### src/rtl/ysyx_25020037_rxbar_pkg.sv
// Shared definitions for the LSU read crossbar: address map, FSM states and
// AXI response codes.
package ysyx_25020037_rxbar_pkg;

   localparam logic [31:0] CLINT_BASE  = 32'h0200_0000;
   localparam logic [31:0] CLINT_SIZE  = 32'h0001_0000;

   localparam logic [1:0]  RESP_OKAY   = 2'b00;
   localparam logic [1:0]  RESP_DECERR = 2'b11;

   typedef enum logic [1:0] {
      S_IDLE = 2'd0,
      S_ADDR = 2'd1,
      S_DATA = 2'd2
   } state_e;

   typedef struct packed {
      logic [31:0] addr;
      logic [3:0]  id;
      logic [7:0]  len;
      logic [2:0]  size;
      logic [1:0]  burst;
   } ar_req_t;

endpackage

### src/rtl/ysyx_25020037_rxbar_dec.sv
// Address decode: selects the CLINT window, everything else goes to the SoC.
module ysyx_25020037_rxbar_dec
   import ysyx_25020037_rxbar_pkg::*;
(
   input  logic [31:0] addr,
   output logic        sel_clint
);

   // Unsigned wrap-around subtract keeps the window check a single compare.
   logic [31:0] offset;

   assign offset    = addr - CLINT_BASE;
   assign sel_clint = (offset < CLINT_SIZE);

endmodule

### src/rtl/ysyx_25020037_rxbar.sv
// AXI4 read crossbar: one LSU master to CLINT / SoC slaves, one transaction
// in flight; AR is registered (1 cycle), R is a combinational pass-through.
module ysyx_25020037_rxbar
   import ysyx_25020037_rxbar_pkg::*;
(
   input  logic        clk,
   input  logic        rst,

   input  logic        in_arvalid,
   output logic        in_arready,
   input  logic [31:0] in_araddr,
   input  logic [3:0]  in_arid,
   input  logic [7:0]  in_arlen,
   input  logic [2:0]  in_arsize,
   input  logic [1:0]  in_arburst,
   output logic        in_rvalid,
   input  logic        in_rready,
   output logic [31:0] in_rdata,
   output logic [1:0]  in_rresp,
   output logic        in_rlast,
   output logic [3:0]  in_rid,

   output logic        clint_arvalid,
   input  logic        clint_arready,
   output logic [31:0] clint_araddr,
   output logic [3:0]  clint_arid,
   output logic [7:0]  clint_arlen,
   output logic [2:0]  clint_arsize,
   output logic [1:0]  clint_arburst,
   input  logic        clint_rvalid,
   output logic        clint_rready,
   input  logic [31:0] clint_rdata,
   input  logic [1:0]  clint_rresp,
   input  logic        clint_rlast,
   input  logic [3:0]  clint_rid,

   output logic        soc_arvalid,
   input  logic        soc_arready,
   output logic [31:0] soc_araddr,
   output logic [3:0]  soc_arid,
   output logic [7:0]  soc_arlen,
   output logic [2:0]  soc_arsize,
   output logic [1:0]  soc_arburst,
   input  logic        soc_rvalid,
   output logic        soc_rready,
   input  logic [31:0] soc_rdata,
   input  logic [1:0]  soc_rresp,
   input  logic        soc_rlast,
   input  logic [3:0]  soc_rid
);

   state_e  state_q, state_d;
   ar_req_t ar_q, ar_d;
   logic    sel_q, sel_d;
   logic    hit;

   ysyx_25020037_rxbar_dec u_dec (
      .addr      (in_araddr),
      .sel_clint (hit)
   );

   logic act, ar_act, r_act;
   assign act    = ~rst;
   assign ar_act = act & (state_q == S_ADDR);
   assign r_act  = act & (state_q == S_DATA);

   assign in_arready = act & (state_q == S_IDLE);

   always_comb begin
      state_d = state_q;
      ar_d    = ar_q;
      sel_d   = sel_q;
      case (state_q)
         S_IDLE: if (in_arvalid) begin
            ar_d    = '{addr: in_araddr, id: in_arid, len: in_arlen,
                        size: in_arsize, burst: in_arburst};
            sel_d   = hit;
            state_d = S_ADDR;
         end
         S_ADDR: if (sel_q ? clint_arready : soc_arready) state_d = S_DATA;
         S_DATA: if (in_rvalid & in_rready & in_rlast) state_d = S_IDLE;
         default: state_d = S_IDLE;
      endcase
   end

   always_ff @(posedge clk) begin
      if (rst) begin
         state_q <= S_IDLE;
         ar_q    <= '0;
         sel_q   <= 1'b0;
      end else begin
         state_q <= state_d;
         ar_q    <= ar_d;
         sel_q   <= sel_d;
      end
   end

   // Both ports see the latched payload; only arvalid distinguishes them.
   assign clint_arvalid = ar_act & sel_q;
   assign soc_arvalid   = ar_act & ~sel_q;
   assign clint_araddr  = ar_q.addr;
   assign clint_arid    = ar_q.id;
   assign clint_arlen   = ar_q.len;
   assign clint_arsize  = ar_q.size;
   assign clint_arburst = ar_q.burst;
   assign soc_araddr    = ar_q.addr;
   assign soc_arid      = ar_q.id;
   assign soc_arlen     = ar_q.len;
   assign soc_arsize    = ar_q.size;
   assign soc_arburst   = ar_q.burst;

   assign clint_rready = r_act & sel_q & in_rready;
   assign soc_rready   = r_act & ~sel_q & in_rready;

   always_comb begin
      in_rvalid = 1'b0;
      in_rdata  = '0;
      in_rresp  = '0;
      in_rlast  = 1'b0;
      in_rid    = '0;
      if (r_act) begin
         if (sel_q) begin
            in_rvalid = clint_rvalid;
            in_rdata  = clint_rdata;
            in_rresp  = clint_rresp;
            in_rlast  = clint_rlast;
            in_rid    = clint_rid;
         end else begin
            in_rvalid = soc_rvalid;
            in_rdata  = soc_rdata;
            in_rresp  = soc_rresp;
            in_rlast  = soc_rlast;
            in_rid    = soc_rid;
         end
      end
   end

endmodule
### config.mk
export PLATFORM = sky130hd
export DESIGN_NAME = ysyx_25020037_rxbar
export DESIGN_NICKNAME = d
export VERILOG_FILES = /design/src/rtl/ysyx_25020037_rxbar_pkg.sv /design/src/rtl/ysyx_25020037_rxbar_dec.sv /design/src/rtl/ysyx_25020037_rxbar.sv
export SDC_FILE = /design/constraint.sdc
export NUM_CORES = 1
export LEC_CHECK = 0
export CAP_MARGIN = 10
export CORE_AREA = 3 3 107 109
export CTS_CLUSTER_SIZE = 30
export DETAILED_ROUTE_END_ITERATION = 12
export DIE_AREA = 0 0 110 112
export PLACE_DENSITY = 0.82
export SYNTH_ARGS = -nofsm -noshare
export SYNTH_HDL_FRONTEND = slang
export SYNTH_SLANG_ARGS = --single-unit
### constraint.sdc
create_clock -name clk -period 3.16 [get_ports clk]
set_input_delay 0.79 -clock clk [delete_from_list [all_inputs] [get_ports clk]]
set_output_delay 0.79 -clock clk [all_outputs]
set_load 0.05 [all_outputs]
Word-level counts from Yosys, hierarchy flattened
Cells that the tools add are included.

storage, ports and cells
  bits in writable memories = 0
  logic and storage cells = 45
  bits of input ports = 135
  bits in read-only memories = 0
  output and inout bits = 143
  memories kept = 0
  latch bits = 0
  bits in registers = 52

cells by class
  divide/modulo/power cells = 0
  multipliers = 0
  reductions and logical operators = 3
  shifts and indexed selects = 0
  magnitude comparators = 1
  bitwise logic cells = 13
  muxes and demuxes = 15
  add/subtract/negate cells = 1
  equal/unequal tests = 5

operator list
  cell                                                    number
  two-way mux 32 bit                                      2
  < comparator 32 x 17 -> 1 bit (second input constant)   1
  subtractor 32 x 26 -> 32 bit (second input constant)    1
  bitwise AND 1 bit                                       11
  two-way mux 2 bit                                       5
  two-way mux 4 bit                                       2
  case mux 2 bit (3 select lines)                         1
  two-way mux 1 bit                                       5
  inequality test 2 x 1 -> 1 bit (second input constant)  2
  AND reduction 3 bit                                     1
  == test 2 x 1 -> 1 bit (second input constant)          1
  == test 2 bit (second input constant)                   1
  logical NOT 2 bit                                       1
  inequality test 2 bit (second input constant)           1
  inverter 1 bit                                          2
  AND reduction 2 bit                                     1

Longest topological paths before layout
  depth in word-level cells = 7
  mapped depth = 5
  gate-level depth less buffers = 5

Hierarchy
A second synthesis with hierarchy kept.

unflattened totals
  cell total of the unflattened synthesis = 386
  area, all modules = 2940.3 um^2

modules (own cells, without submodules)
  module                   cells an instance  sequential area each (um^2)  instances  area each (um^2)
  ysyx_25020037_rxbar      375                1041.0                       1          2861.5
  ysyx_25020037_rxbar_dec  11                 0.0                          1          78.8

Least setup slack after synthesis
Ideal clock, no wire load.

  path type = input-to-output
  start = in rst
  end = out soc_rready
  buffers on the path = 1
  data required time = 2.370 ns
  arrival time = 2.353 ns
  path slack = 0.017 ns
  stages on the path = 4
  path through = buf_2 -> nor2_1 -> nand2_1 -> nor3b_1

on the way
  cells in the longest elaborated chain, start to end = 4

ends and longest elaborated chain
  element                         line                        RTL
  start, declared                 ysyx_25020037_rxbar.sv:7    input logic rst,
  inverter 1 bit                  ysyx_25020037_rxbar.sv:63   assign act = ~rst;
  bitwise AND 1 bit               ysyx_25020037_rxbar.sv:65   assign r_act = act & (state_q == S_DATA);
  bitwise AND 1 bit (2 in a row)  ysyx_25020037_rxbar.sv:113  assign soc_rready = r_act & ~sel_q & in_rready;
  end, declared                   ysyx_25020037_rxbar.sv:45   output logic soc_rready,

Every way passes these cells.

Final worst setup path
  start = reg sel_q
  end = out in_rid[0]

on the way
  cells in the longest elaborated chain, start to end = 2

ends and longest elaborated chain
  element                 line                        RTL
  start, declared         ysyx_25020037_rxbar.sv:54   logic sel_q, sel_d;
  start signal, assigned  ysyx_25020037_rxbar.sv:94   sel_q <= sel_d;
  two-way mux 4 bit       ysyx_25020037_rxbar.sv:122  if (sel_q) begin
  two-way mux 4 bit       ysyx_25020037_rxbar.sv:121  if (r_act) begin
  end, declared           ysyx_25020037_rxbar.sv:21   output logic [3:0] in_rid,

Every way passes these cells.

==> qor.txt <==
Netlist cell types = 27
result of the run = completed
launching point of the worst reg2reg path = state_q[0]
wire length per cell after detailed routing = 15.2 µm
initial core utilization = 27.4%
Cell Pwr Density = 357 nW/µm²
type of the worst min-delay path = flop to flop
number of setup violations in the final report = 0
Worst Path Arrival = 1.91 ns
share of synthesized area occupied by flip-flops and latches = 35.5%
post-detailed-route DRC marker count = 0
detailed-route via count = 3266
ant diodes = 0
CTS Root Buffer Type = sky130_fd_sc_hd__clkbuf_8
Die Outline Area = 12300 µm²
Tot GR Track Use = 17.4%
maximum clock path buffer count = 2
wire length of the first global-routing pass = 17200 µm
number of nets in the synthesized netlist = 519
Finished Cell Area = 5420 µm²
Slew headroom = 30.6%
Num CTS Buffers = 5
final-layout fill cell count = 986
floorplan row count = 38
top-area cell type share of the netlist area = 35.5%
number of synthesized register bits = 52
area growth from synthesis to layout = 85.0%
layout cells sized above 1 = 10.8%
via-per-instance ratio = 4.40
clock period minus final worst setup slack = 2.70 ns
number of buffers inserted by post-CTS setup repair = 0
synth top area cells = sky130_fd_sc_hd__dfxtp_1, sky130_fd_sc_hd__mux2i_1, sky130_fd_sc_hd__buf_4
clock slew seen by the registers of the worst setup and hold paths = 0.10 ns
most area-hungry cell type in the Yosys netlist = sky130_fd_sc_hd__dfxtp_1
Core Box Area = 10700 µm²
Peak VDD IR = 0.202 mV
critical path fanouts, max = 24
post-synthesis instance area = 2930 µm²
sink count of the clock tree = 52
number of hold-repair buffers added at the cts stage = 0
post-synthesis average cell area = 7.65 µm²
leading cell types by count after synthesis = sky130_fd_sc_hd__nand2_1, sky130_fd_sc_hd__buf_4, sky130_fd_sc_hd__dfxtp_1
MaxCap Viol Count = 0
critical hold path startpoint = clint_araddr[10]
area taken by flip-flops and latches = 1040 µm²
largest clock skew in the final design = 0.0100 ns
number of port buffers = 277
setup_tns = 0 ns
total overflow reported by the global router = 0
antenna violations before repair = 0
leakage = 2.02 nW
endpoint class of the critical path = output pin
primary flip-flop cell chosen by synthesis mapping = sky130_fd_sc_hd__dfxtp_1
cell with the most instances after synthesis = sky130_fd_sc_hd__nand2_1
clock insertion delay at the later pin of the skew report = 0.31 ns
count of final max-slew check failures = 0
dpl cell area = 5330 µm²
first drt pass iteration count = 4
number of levels the H-tree was split into = 2
CP required = 2.37 ns
area occupied by multi-input gates = 1360 µm²
Die Ht = 112 µm
CTS tree = done
count of flip-flops with a built-in enable after synthesis = 0
number of instances in the synthesized netlist = 383
period utilization = 85.4%
number of hold violations in the final report = 0
transition at the pin with the smallest max-transition slack = 1.04 ns
Critical Path Source Type = flop
total half-perimeter wirelength after legalization and detailed placement = 9180 µm
maximum number of pins on one net before global-route repair = 52
WS Path Type = flop to output pin
RD Place Congestion = 0.842
synth warn = 0
count of nets left with antenna violations after detail routing = 0
Die Span X = 110 µm
Achievable Freq = 371 MHz
PostCTS Resize Cnt = 0
RSZ-0062 raised after global routing = no
# nets final = 737
startpoint of the most critical setup path = sel_q
Ports = 278
Async S/R FF share, synth = 0%
total length of routed wires = 11300 µm
iteration-0 DRC count of the detailed router = 136
via count of the first global-routing pass = 3290
## cells by family (layout without fill, tap and decap cells)
logic type / after synthesis / in the layout / synth area share (%)
AO/OA/AOI/OAI: 52 / 52 / 9.09
XOR/XNOR: 1 / 1 / 0.299
adder cells (fa/ha/maj): 1 / 1 / 0.427
buffers and inverters: 77 / 296 / 18.3
flip-flops: 52 / 52 / 35.5
multiplexers: 42 / 42 / 14.3
AND/OR/NAND/NOR: 158 / 158 / 22.1
## layer usage
layer,vias up,part of all wire (%),track usage [%]
li1,1631,-,-
met1,1482,39,19.9
met2,136,51,31.3
met3,17,8.0,4.70
met4,0,2.1,4.66
met5,-,0,0
## layout by cell type (no fill, tap or decap), types with 5 or more instances in the layout
cell type,n
sky130_fd_sc_hd__a21oi_1,49
sky130_fd_sc_hd__buf_4,52
sky130_fd_sc_hd__clkbuf_8,5
sky130_fd_sc_hd__clkdlybuf4s50_1,231
sky130_fd_sc_hd__dfxtp_1,51
sky130_fd_sc_hd__mux2i_1,42
sky130_fd_sc_hd__nand2_1,100
sky130_fd_sc_hd__nor2_1,43
## state kept, by name, summed over array words and instances (netlist names)
register,flops
state_q,2
clint_arid,4
clint_araddr,32
clint_arlen,8
sel_q,1
clint_arburst,2
clint_arsize,3
## power breakdown
part | internal (W) | total, W | switching [W]
Clock | 0.000158 | 0.000383 | 0.000225
Combinational | 0.000335 | 0.000815 | 0.000480
Sequential | 0.000699 | 0.000736 | 0.0000374
## final cells by class
cell class	count	area share (%)
multi-input combinational	254	25.1
inverter	2	0.138
clock buffer	6	1.34
clock inverter	2	0.300
sequential	52	19.2
timing repair buffer	286	50.7
tap	140	3.23
## critical path: stages, from the launching register on
cell and delay (ns):
sky130_fd_sc_hd__dfxtp_2 0.78, sky130_fd_sc_hd__buf_4 0.31, sky130_fd_sc_hd__mux2i_1 0.23, sky130_fd_sc_hd__nor2_1 0.06
sky130_fd_sc_hd__buf_4 0.21
## stage by stage
stage               cells  utilization [%]  power, W  worst slack, ns  hold slack (ns)
floorplan             383                -   0.00126           0.0171            0.516
global placement      734             49.9   0.00156            0.505            0.457
detailed placement    734             49.9   0.00157            0.472            0.464
CTS                   742             50.7   0.00196            0.429            0.480
global route          742             50.7   0.00203            0.346            0.502
finish                742             50.7   0.00193            0.461            0.478
## final timing paths
kind,endpoint,slack (ns),cells past startpoint
setup / recovery,in_rid[0],0.46,4
hold / removal,clint_araddr[10],0.48,2
setup reg to reg,clint_arid[2],1.38,3
hold reg to reg,clint_araddr[10],0.48,2
No activity file was read; power rests on OpenSTA's default activity.
